**src/rtl/ad9517_pkg.sv**
```systemverilog
// Shared types and constants for the AD9517 configuration path
// (SPI master and the sequencer that drives it).
package ad9517_pkg;

  // SPI master transaction phases
  typedef enum logic [2:0] {
    IDLE  = 3'd0,
    SETUP = 3'd1,
    SHIFT = 3'd2,
    HOLD  = 3'd3,
    GAP   = 3'd4
  } spi_state_e;

  // Part identification byte returned by the chip ID register
  localparam logic [7:0] AD9517_ID = 8'h53;

  // A read frame starts with a 16-bit instruction: {R/W=1, W1, W0, A[12:0]}
  localparam int RD_INSTR_BITS = 16;

  // Default frame widths and serial timing (clk cycles)
  localparam int SPI_MOSI_WIDTH = 24;
  localparam int SPI_MISO_WIDTH = 8;
  localparam int SPI_CLK_DIV    = 4;
  localparam int SPI_CS_SETUP   = 2;
  localparam int SPI_CS_HOLD    = 2;
  localparam int SPI_CS_IDLE    = 2;

endpackage

```
**src/rtl/spi_sclk_gen.sv**
```systemverilog
// SCLK generator: CLK_DIV clk cycles low then CLK_DIV cycles high per bit,
// with one-cycle strobes marking the clk edge on which SCLK rises or falls.
// Held low and cleared whenever i_en is low.
module spi_sclk_gen
  import ad9517_pkg::*;
#(
  parameter int CLK_DIV = SPI_CLK_DIV
) (
  input  logic clk,
  input  logic rst_n,
  input  logic i_en,
  output logic o_sclk,
  output logic o_rise,
  output logic o_fall
);

  localparam logic [7:0] L_DIV_LAST = 8'(CLK_DIV - 1);

  logic [7:0] r_div_cnt;
  logic       r_sclk;
  logic       w_edge;

  assign w_edge = i_en & (r_div_cnt == L_DIV_LAST);

  // Divider: reload at every half-period boundary and toggle SCLK there
  always_ff @(posedge clk or negedge rst_n) begin
    if (!rst_n) begin
      r_div_cnt <= 8'd0;
      r_sclk    <= 1'b0;
    end else if (!i_en) begin
      r_div_cnt <= 8'd0;
      r_sclk    <= 1'b0;
    end else if (w_edge) begin
      r_div_cnt <= 8'd0;
      r_sclk    <= ~r_sclk;
    end else begin
      r_div_cnt <= r_div_cnt + 8'd1;
    end
  end

  assign o_sclk = r_sclk;
  assign o_rise = w_edge & ~r_sclk;
  assign o_fall = w_edge &  r_sclk;

endmodule

```
**src/rtl/ad9517_spi_master.sv**
```systemverilog
// AD9517 SPI master: one register write (24-bit frame) or read
// (16-bit instruction + 8 data bits) per accepted command, SPI mode 0.
// Build option SPI_3WIRE_EN: MISO is replaced by a bidirectional SDIO pin
// with an output-enable that releases the line during the read data phase.
module ad9517_spi_master
  import ad9517_pkg::*;
#(
  parameter int MOSI_DATA_WIDTH = SPI_MOSI_WIDTH,
  parameter int MISO_DATA_WIDTH = SPI_MISO_WIDTH,
  parameter int CLK_DIV         = SPI_CLK_DIV,
  parameter int CS_SETUP        = SPI_CS_SETUP,
  parameter int CS_HOLD         = SPI_CS_HOLD,
  parameter int CS_IDLE         = SPI_CS_IDLE
) (
  input  logic                       clk,
  input  logic                       rst_n,
  input  logic                       i_spi_wr_cmd,
  input  logic                       i_spi_rd_cmd,
  input  logic [MOSI_DATA_WIDTH-1:0] i_spi_wr_data,
  output logic [MISO_DATA_WIDTH-1:0] o_spi_rd_data,
  output logic                       o_spi_rd_valid,
  output logic                       o_spi_busy,
  output logic                       o_spi_sclk,
  output logic                       o_spi_cs_n,
  output logic                       o_spi_mosi,
`ifdef SPI_3WIRE_EN
  inout  wire                        io_spi_sdio,
  output logic                       o_spi_sdio_oe
`else
  input  logic                       i_spi_miso
`endif
);

  localparam int BIT_W = $clog2(MOSI_DATA_WIDTH + 1);
  localparam logic [BIT_W-1:0] L_LAST_BIT   = BIT_W'(MOSI_DATA_WIDTH - 1);
  localparam logic [7:0]       L_SETUP_LAST = 8'(CS_SETUP - 1);
  localparam logic [7:0]       L_HOLD_LAST  = 8'(CS_HOLD - 1);
  localparam logic [7:0]       L_IDLE_LAST  = 8'(CS_IDLE - 1);

  spi_state_e                 r_state, w_state_next;
  logic [7:0]                 r_phase_cnt, w_phase_next;
  logic [BIT_W-1:0]           r_bit_cnt, w_bit_next;
  logic                       w_accept, w_last_fall;
  logic                       w_sclk_rise, w_sclk_fall, w_miso;
  logic                       r_is_rd, r_busy, r_cs_n, r_rd_valid;
  logic [MOSI_DATA_WIDTH-1:0] r_shift;
  logic [MISO_DATA_WIDTH-1:0] r_miso_sr, r_rd_data;

  spi_sclk_gen #(.CLK_DIV(CLK_DIV)) u_sclk_gen (
    .clk    (clk),
    .rst_n  (rst_n),
    .i_en   (r_state == SHIFT),
    .o_sclk (o_spi_sclk),
    .o_rise (w_sclk_rise),
    .o_fall (w_sclk_fall)
  );

  // State, phase counter and bit counter registers
  always_ff @(posedge clk or negedge rst_n) begin
    if (!rst_n) begin
      r_state     <= IDLE;
      r_phase_cnt <= 8'd0;
      r_bit_cnt   <= '0;
    end else begin
      r_state     <= w_state_next;
      r_phase_cnt <= w_phase_next;
      r_bit_cnt   <= w_bit_next;
    end
  end

  // Next-state logic: fixed-length CS phases around the shift phase
  always_comb begin
    w_state_next = r_state;
    w_phase_next = r_phase_cnt;
    w_bit_next   = r_bit_cnt;
    w_accept     = 1'b0;
    w_last_fall  = 1'b0;
    case (r_state)
      IDLE: begin
        if ((i_spi_wr_cmd | i_spi_rd_cmd) & ~r_busy) begin
          w_accept     = 1'b1;
          w_state_next = SETUP;
          w_phase_next = 8'd0;
          w_bit_next   = '0;
        end
      end
      SETUP: begin
        if (r_phase_cnt == L_SETUP_LAST) begin
          w_state_next = SHIFT;
          w_phase_next = 8'd0;
        end else begin
          w_phase_next = r_phase_cnt + 8'd1;
        end
      end
      SHIFT: begin
        if (w_sclk_fall) begin
          if (r_bit_cnt == L_LAST_BIT) begin
            w_last_fall  = 1'b1;
            w_state_next = HOLD;
            w_bit_next   = '0;
          end else begin
            w_bit_next = r_bit_cnt + 1'b1;
          end
        end
      end
      HOLD: begin
        if (r_phase_cnt == L_HOLD_LAST) begin
          w_state_next = GAP;
          w_phase_next = 8'd0;
        end else begin
          w_phase_next = r_phase_cnt + 8'd1;
        end
      end
      GAP: begin
        if (r_phase_cnt == L_IDLE_LAST) begin
          w_state_next = IDLE;
          w_phase_next = 8'd0;
        end else begin
          w_phase_next = r_phase_cnt + 8'd1;
        end
      end
      default: begin
        w_state_next = IDLE;
        w_phase_next = 8'd0;
        w_bit_next   = '0;
      end
    endcase
  end

  // Datapath: frame load/shift, MISO capture, read result and pin registers
  always_ff @(posedge clk or negedge rst_n) begin
    if (!rst_n) begin
      r_is_rd    <= 1'b0;
      r_shift    <= '0;
      r_miso_sr  <= '0;
      r_rd_data  <= '0;
      r_rd_valid <= 1'b0;
      r_busy     <= 1'b0;
      r_cs_n     <= 1'b1;
    end else begin
      r_rd_valid <= 1'b0;
      if (w_accept) begin
        // Read wins when both commands are present; a read shifts the
        // instruction then zeros while the part returns its byte.
        r_is_rd <= i_spi_rd_cmd;
        r_shift <= i_spi_rd_cmd ?
                   {i_spi_wr_data[RD_INSTR_BITS-1:0], {(MOSI_DATA_WIDTH-RD_INSTR_BITS){1'b0}}} :
                   i_spi_wr_data;
      end else if (w_sclk_fall) begin
        r_shift <= {r_shift[MOSI_DATA_WIDTH-2:0], 1'b0};
      end
      if (w_sclk_rise) begin
        r_miso_sr <= {r_miso_sr[MISO_DATA_WIDTH-2:0], w_miso};
      end
      if (w_last_fall && r_is_rd) begin
        r_rd_data  <= r_miso_sr;
        r_rd_valid <= 1'b1;
      end
      r_busy <= (w_state_next != IDLE);
      r_cs_n <= !((w_state_next == SETUP) || (w_state_next == SHIFT) ||
                  (w_state_next == HOLD));
    end
  end

  assign o_spi_mosi     = r_shift[MOSI_DATA_WIDTH-1];
  assign o_spi_cs_n     = r_cs_n;
  assign o_spi_busy     = r_busy;
  assign o_spi_rd_data  = r_rd_data;
  assign o_spi_rd_valid = r_rd_valid;

`ifdef SPI_3WIRE_EN
  localparam logic [BIT_W-1:0] L_INSTR_LAST = BIT_W'(RD_INSTR_BITS - 1);
  logic r_sdio_oe;

  // SDIO direction: release after the last instruction bit of a read,
  // take the line back once CS_N is deasserted.
  always_ff @(posedge clk or negedge rst_n) begin
    if (!rst_n) begin
      r_sdio_oe <= 1'b1;
    end else if (w_sclk_fall && r_is_rd && (r_bit_cnt == L_INSTR_LAST)) begin
      r_sdio_oe <= 1'b0;
    end else if (w_state_next == GAP) begin
      r_sdio_oe <= 1'b1;
    end
  end

  assign io_spi_sdio   = r_sdio_oe ? o_spi_mosi : 1'bz;
  assign w_miso        = io_spi_sdio;
  assign o_spi_sdio_oe = r_sdio_oe;
`else
  assign w_miso = i_spi_miso;
`endif

endmodule

```
**config.mk**
```make
export PLATFORM = sky130hd
export DESIGN_NAME = ad9517_spi_master
export DESIGN_NICKNAME = d
export VERILOG_FILES = /design/src/rtl/ad9517_pkg.sv /design/src/rtl/spi_sclk_gen.sv /design/src/rtl/ad9517_spi_master.sv
export SDC_FILE = /design/constraint.sdc
export NUM_CORES = 1
export LEC_CHECK = 0
export ABC_AREA = 1
export CAP_MARGIN = 20
export CELL_PAD_IN_SITES_DETAIL_PLACEMENT = 0
export CELL_PAD_IN_SITES_GLOBAL_PLACEMENT = 2
export CORE_MARGIN = 3
export CORE_UTILIZATION = 35
export DETAILED_ROUTE_END_ITERATION = 8
export GPL_TIMING_DRIVEN = 1
export HOLD_SLACK_MARGIN = 0.12
export PLACE_DENSITY = 0.94
export SLEW_MARGIN = 30
export SYNTH_ARGS = -nofsm -noshare
export SYNTH_HDL_FRONTEND = slang
export SYNTH_SLANG_ARGS = --single-unit
```
**constraint.sdc**
```tcl
create_clock -name clk -period 2.52 [get_ports clk]
set_clock_uncertainty 0.15 [all_clocks]
set_input_delay 0.756 -clock clk [delete_from_list [all_inputs] [get_ports clk]]
set_output_delay 0.756 -clock clk [all_outputs]
set_load 0.005 [all_outputs]
```
Word-level counts from Yosys, hierarchy flattened
Index checks and enable logic that the tools add are counted.
{ "word_totals": {"regBits": 69, "input_bits": 29, "elab_cells": 74} }
{ "classes": {"addsub": 3, "eq_ne": 13, "muxes": 27, "bitwise_logic": 9, "n_reduce_logical": 10} }
{ "ops": {"columns": ["op", "n"], "rows": [
  ["24-bit 2-to-1 mux", 3],
  ["8-bit 2-to-1 mux", 4],
  ["8-bit case mux with 3 select lines", 1],
  ["3-bit 2-to-1 mux", 6],
  ["8-bit by 1-bit adder with 8-bit output, second input constant", 2],
  ["5-bit 2-to-1 mux", 3],
  ["3-bit case mux with 5 select lines", 1],
  ["5-bit case mux with 3 select lines", 1],
  ["3-bit by 2-bit == test with 1-bit output, second input constant", 4],
  ["8-bit by 1-bit == test with 1-bit output, second input constant", 1],
  ["8-bit by 2-bit == test with 1-bit output, second input constant", 1],
  ["1-bit 2-to-1 mux", 8],
  ["3-bit by 1-bit == test with 1-bit output, second input constant", 2],
  ["2-bit != test, second input constant", 3],
  ["5-bit by 1-bit adder with 5-bit output, second input constant", 1],
  ["5-bit == test, second input constant", 1],
  ["1-bit bitwise AND", 4],
  ["1-bit NOT", 4],
  ["3-bit == test, second input constant", 1],
  ["3-bit zero test", 1],
  ["3-bit AND reduction", 1],
  ["3-bit nonzero test", 1],
  ["3-bit OR reduction", 1],
  ["1-bit logical OR", 2],
  ["5 further kinds", 5]
]} }

Longest topological paths before layout
{ "depth": {"word_depth": 9, "mapped_depth": 9, "ltp_nobuf": 9} }

Modules after synthesis
From an unflattened synthesis, not the netlist that was laid out.
{ "unflattened": {"hier_cells": 435, "area_unflattened_um2": 3712.3} }
{ "modules_own_cells": {"columns": ["module", "n_inst", "cells_per_inst", "area_each_um2", "seq_area_each_um2"], "rows": [
  ["ad9517_spi_master", 1, 365, 3204.3, 1502.7],
  ["spi_sclk_gen", 1, 70, 508.0, 225.2]
]} }

Worst setup path after synthesis
Ideal clock, no wire load.
{ "synth_timing": {"kind": "input to register", "start": "input i_spi_rd_cmd", "end": "register r_bit_cnt[0]", "setup_ns": 0.065, "arrival_time_ns": 1.622, "t_required_ns": 2.305, "setup_slack_ns": 0.683, "stages": 8, "path_buffers": 1, "cell_sequence": "buf_2 o21bai_4 inv_1 nor2_1 nor2_2 nand2_1 nand2_1 nand2_1"} }
{ "synth_via": {"elab_chain_cells": 4} }
{ "synth_rtl": {"columns": ["item", "line_no", "rtl"], "rows": [
  ["start: declaration", "ad9517_spi_master.sv:18", "input logic i_spi_rd_cmd,"],
  ["1-bit bitwise OR", "ad9517_spi_master.sv:80", "if ((i_spi_wr_cmd | i_spi_rd_cmd) & ~r_busy) begin"],
  ["1-bit bitwise AND", "ad9517_spi_master.sv:80", null],
  ["2-bit != test (no line)", null, null],
  ["3-bit AND reduction (no line)", null, null],
  ["end signal: assignment", "ad9517_spi_master.sv:67", "r_bit_cnt <= w_bit_next;"],
  ["end: declaration", "ad9517_spi_master.sv:42", "logic [BIT_W-1:0] r_bit_cnt, w_bit_next;"]
]} }
Every way passes these cells.
A chain may end at the register's enable or synchronous reset.

Worst setup path in the final report
{ "layout_timing": {"start": "register r_cs_n (netlist: o_spi_cs_n)", "end": "output o_spi_cs_n"} }
{ "layout_rtl": {"columns": ["item", "line_no", "rtl"], "rows": [
  ["start: declaration", "ad9517_spi_master.sv:45", "logic r_is_rd, r_busy, r_cs_n, r_rd_valid;"],
  ["start signal: assignment", "ad9517_spi_master.sv:160", "r_cs_n <= !((w_state_next == SETUP) || (w_state_next == SHIFT) ||"],
  ["end: declaration", "ad9517_spi_master.sv:24", "output logic o_spi_cs_n,"]
]} }
No word-level cell between the ends.

==> reports/results.ini <==
[synthesis]
synthFlopType = dfrtp_1
async_flop_share_pct = 100.0
ys_warn_count = 0
synth_compound_area_share_pct = 12.15
synth_top_area_share_pct = 46.02
syn_nets = 524
synth_top_family_by_area = simple AND/OR/NAND/NOR gates
synth_most_common_cell = nand2_1
synthXorXnorAreaFrac_pct = 0.4738
synth_common_cells = nand2_1, dfrtp_1, inv_1, o21ai_0, nand3_1
synth-edff-count = 0
synth_area_leaders = dfrtp_1, nand2_1, o21ai_0, inv_1, nand3_1
yosys.area_share.adder_pct = 1.354
synth.distinct_cells = 34
yosysTopAreaCell = dfrtp_1
syn_inst = 491
synth-simple-area-share_pct = 29.48
syn_area_per_cell_um2 = 7.530
synth_mux_area_share_pct = 0
ys_ff_latch = 69
synth_area_um2 = 3697
yosysSeqAreaShare_pct = 46.73

[grt]
grt_pass1_wl_mm = 14.17
antenna_found_initial = 0
overflow = 0
grt_pass1_vias = 3022
grt_max_degree = 42
grt_use_total_pct = 15.00

[critical_path]
crit_path_max_incr_delay_ns = 0.52
critPathMaxFanout = 1
endpoint_kind = output pin
cp_top_family = flip-flops
crit_chain = clkdlybuf4s50_1
worst-path-buf-inv = 1
rrSetupSlack_ns = 0.50
critical-path-slowest-cell = dfstp_2
critPathKind = reg2out
startpoint_type = flop
worstPathRequired_ns = 1.61
critPathArrivalTime_ns = 1.34

[drt]
routedWlPerCell_um = 12.20
drt_wl_total_mm = 8.211
drt_pass1_iterations = 4
antenna_left = 0
drc_errors = 0
initialDrtViolationCount = 147
vias = 3124
avgViaCountPerCell = 4.642

[sta]
finalHoldViolations = 0
setup_viol = 0
tns_ns = 0
fin_crit_sh_pct = 89.25
grt_setup_unrepaired = false
slew_violations = 0
post-route-min-period_ns = 2.249
setup_slack_ns = 0.2708
tightest_slew_ns = 0.4994
slew_headroom_pct = 66.71
fmax_mhz = 444.6

[clock_network]
ctsRootBufferMaster = clkbuf_8
clock_sinks = 69
htreeDepth = 3
cts_made_buffers = 9
cts_tree = built
clk_pin_slew_ns = 0.08
clk_path_buf_depth = 2
cts_hold_buf = 0
cts_setup_buffers = 0
post_cts_resized = 0
clock_latency_ns = 0.34

[power_and_ir_drop]
power.share.clock_pct = 37.7
power.share.combinational_pct = 7.3
p_switching_w = 0.0005306
leakage_nw = 2.191
p_total_w = 0.002094
ir_worst_vdd_uv = 207.6
powerDensity_nw_per_um2 = 473.9
swShare_pct = 25.34
seqPwrFrac_pct = 54.9
p_int_w = 0.001564

[cells_and_area]
drive_gt1_share_pct = 7.593
area_growth_pct = 19.53
antennaDiodeCount = 0
nFillCells = 1045
final_nets = 568

[hold_path]
hold_class = in2async

[floorplanning]
die_y_um = 108.8
die_x_um = 108.8
rows = 36
core-area_um2 = 10000
pin_count = 42
dieArea_um2 = 11830
initial_core_util_pct = 36.97

[placement]
globalplace.congestion = 0.7835
dp_slack_ns = 0.02901
io_buffers = 41
dp_hpwl_mm = 6.108

[run_status]
status = finished clean

[run]
drv_cap = 0

==> stage by stage <==
stage,utilization [%],instances,area [um^2],hold WS [ns]
final,44.19,673,4419,0.1620
after global routing,44.19,673,4419,0.1646
after CTS,44.19,673,4419,0.1613
after detailed placement,42.52,657,4252,0.3095
after global placement,42.52,657,4252,0.2993
after floorplan,-,491,3697,0.2817
==> layer usage <==
layer  vias to the layer above  part of all wire [%]  global-route usage (%)  wire [um]
met5                         -                     0                       0          0
li1                       1628                     -                       -          -
met1                      1446                    49                   21.49       4048
met2                        41                    47                   22.64       3846
met3                         9                   2.6                   2.783        216
met4                         0                   1.2                   5.500         99
==> sequential cells by signal, indices dropped and copies added, names as in the netlist <==
name                  flops
r_bit_cnt                 5
r_phase_cnt               8
r_miso_sr                 8
r_shift                  24
o_spi_rd_data             8
o_spi_cs_n                1
o_spi_rd_valid            1
u_sclk_gen.o_sclk         1
r_is_rd                   1
u_sclk_gen.r_div_cnt      8
o_spi_busy                1
r_state                   3
==> placed cells by master, fill, tap and decap left out, types with 2 or more instances in the layout <==
| cell type | count |
|---|---|
| a21oi_1 | 5 |
| buf_12 | 2 |
| buf_4 | 5 |
| clkbuf_8 | 9 |
| clkdlybuf4s50_1 | 40 |
| clkinv_2 | 3 |
| clkinv_4 | 2 |
| dfrtp_1 | 68 |
| ha_1 | 4 |
| inv_1 | 66 |
| inv_4 | 2 |
| nand2_1 | 155 |
| nand2_2 | 2 |
| nand2_4 | 2 |
| nand3_1 | 43 |
| nand3b_1 | 2 |
| nand4_1 | 3 |
| nor2_1 | 32 |
| nor2_2 | 3 |
| nor2_4 | 2 |
| nor3_1 | 3 |
| o21ai_0 | 57 |
| o21ai_1 | 6 |
| o21bai_1 | 9 |
==> layout make-up <==
class / instances / area, um^2 / share of cell area [%]
Clock buffer: 10 / 127.6 / 2.888
Clock inverter: 6 / 40.04 / 0.9060
Tap cell: 133 / 166.4 / 3.766
Sequential cell: 69 / 1728 / 39.10
Multi-Input combinational cell: 337 / 1607 / 36.35
Timing Repair Buffer: 48 / 483.0 / 10.93
Inverter: 70 / 267.8 / 6.059
==> path summary, 6_finish.rpt <==
path	start	cells past startpoint	end
min in group clk	u_sclk_gen.r_div_cnt[0]	1	u_sclk_gen.r_div_cnt[0]
worst max register to register	r_bit_cnt[0]	6	o_spi_rd_data[3]
worst max-delay path	o_spi_cs_n	1	o_spi_cs_n
worst min register to register	u_sclk_gen.r_div_cnt[0]	1	u_sclk_gen.r_div_cnt[0]
worst min-delay path	rst_n	1	r_shift[19]
max in group asynchronous	rst_n	2	o_spi_cs_n
==> power by group through the flow <==
| stage | clock network (W) | logic (W) | registers, W |
|---|---|---|---|
| finish | 0.000790 | 0.000153 | 0.00115 |
| global route | 0.000876 | 0.000176 | 0.00115 |
| CTS | 0.000822 | 0.000158 | 0.00115 |
| detailed placement | 0 | 0.000157 | 0.00117 |
| global placement | 0 | 0.000157 | 0.00117 |
| floorplan | 0 | 0.0000658 | 0.00117 |
==> kinds of logic (layout without fill, tap and decap cells) <==
logic type,Yosys count,count (layout)
flip-flops,69,69
XOR/XNOR,2,2
AND/OR/NAND/NOR,250,250
adder cells (fa/ha/maj),4,4
AO/OA/AOI/OAI,81,81
buffers and inverters,85,134
No activity file was read; power rests on OpenSTA's default activity.
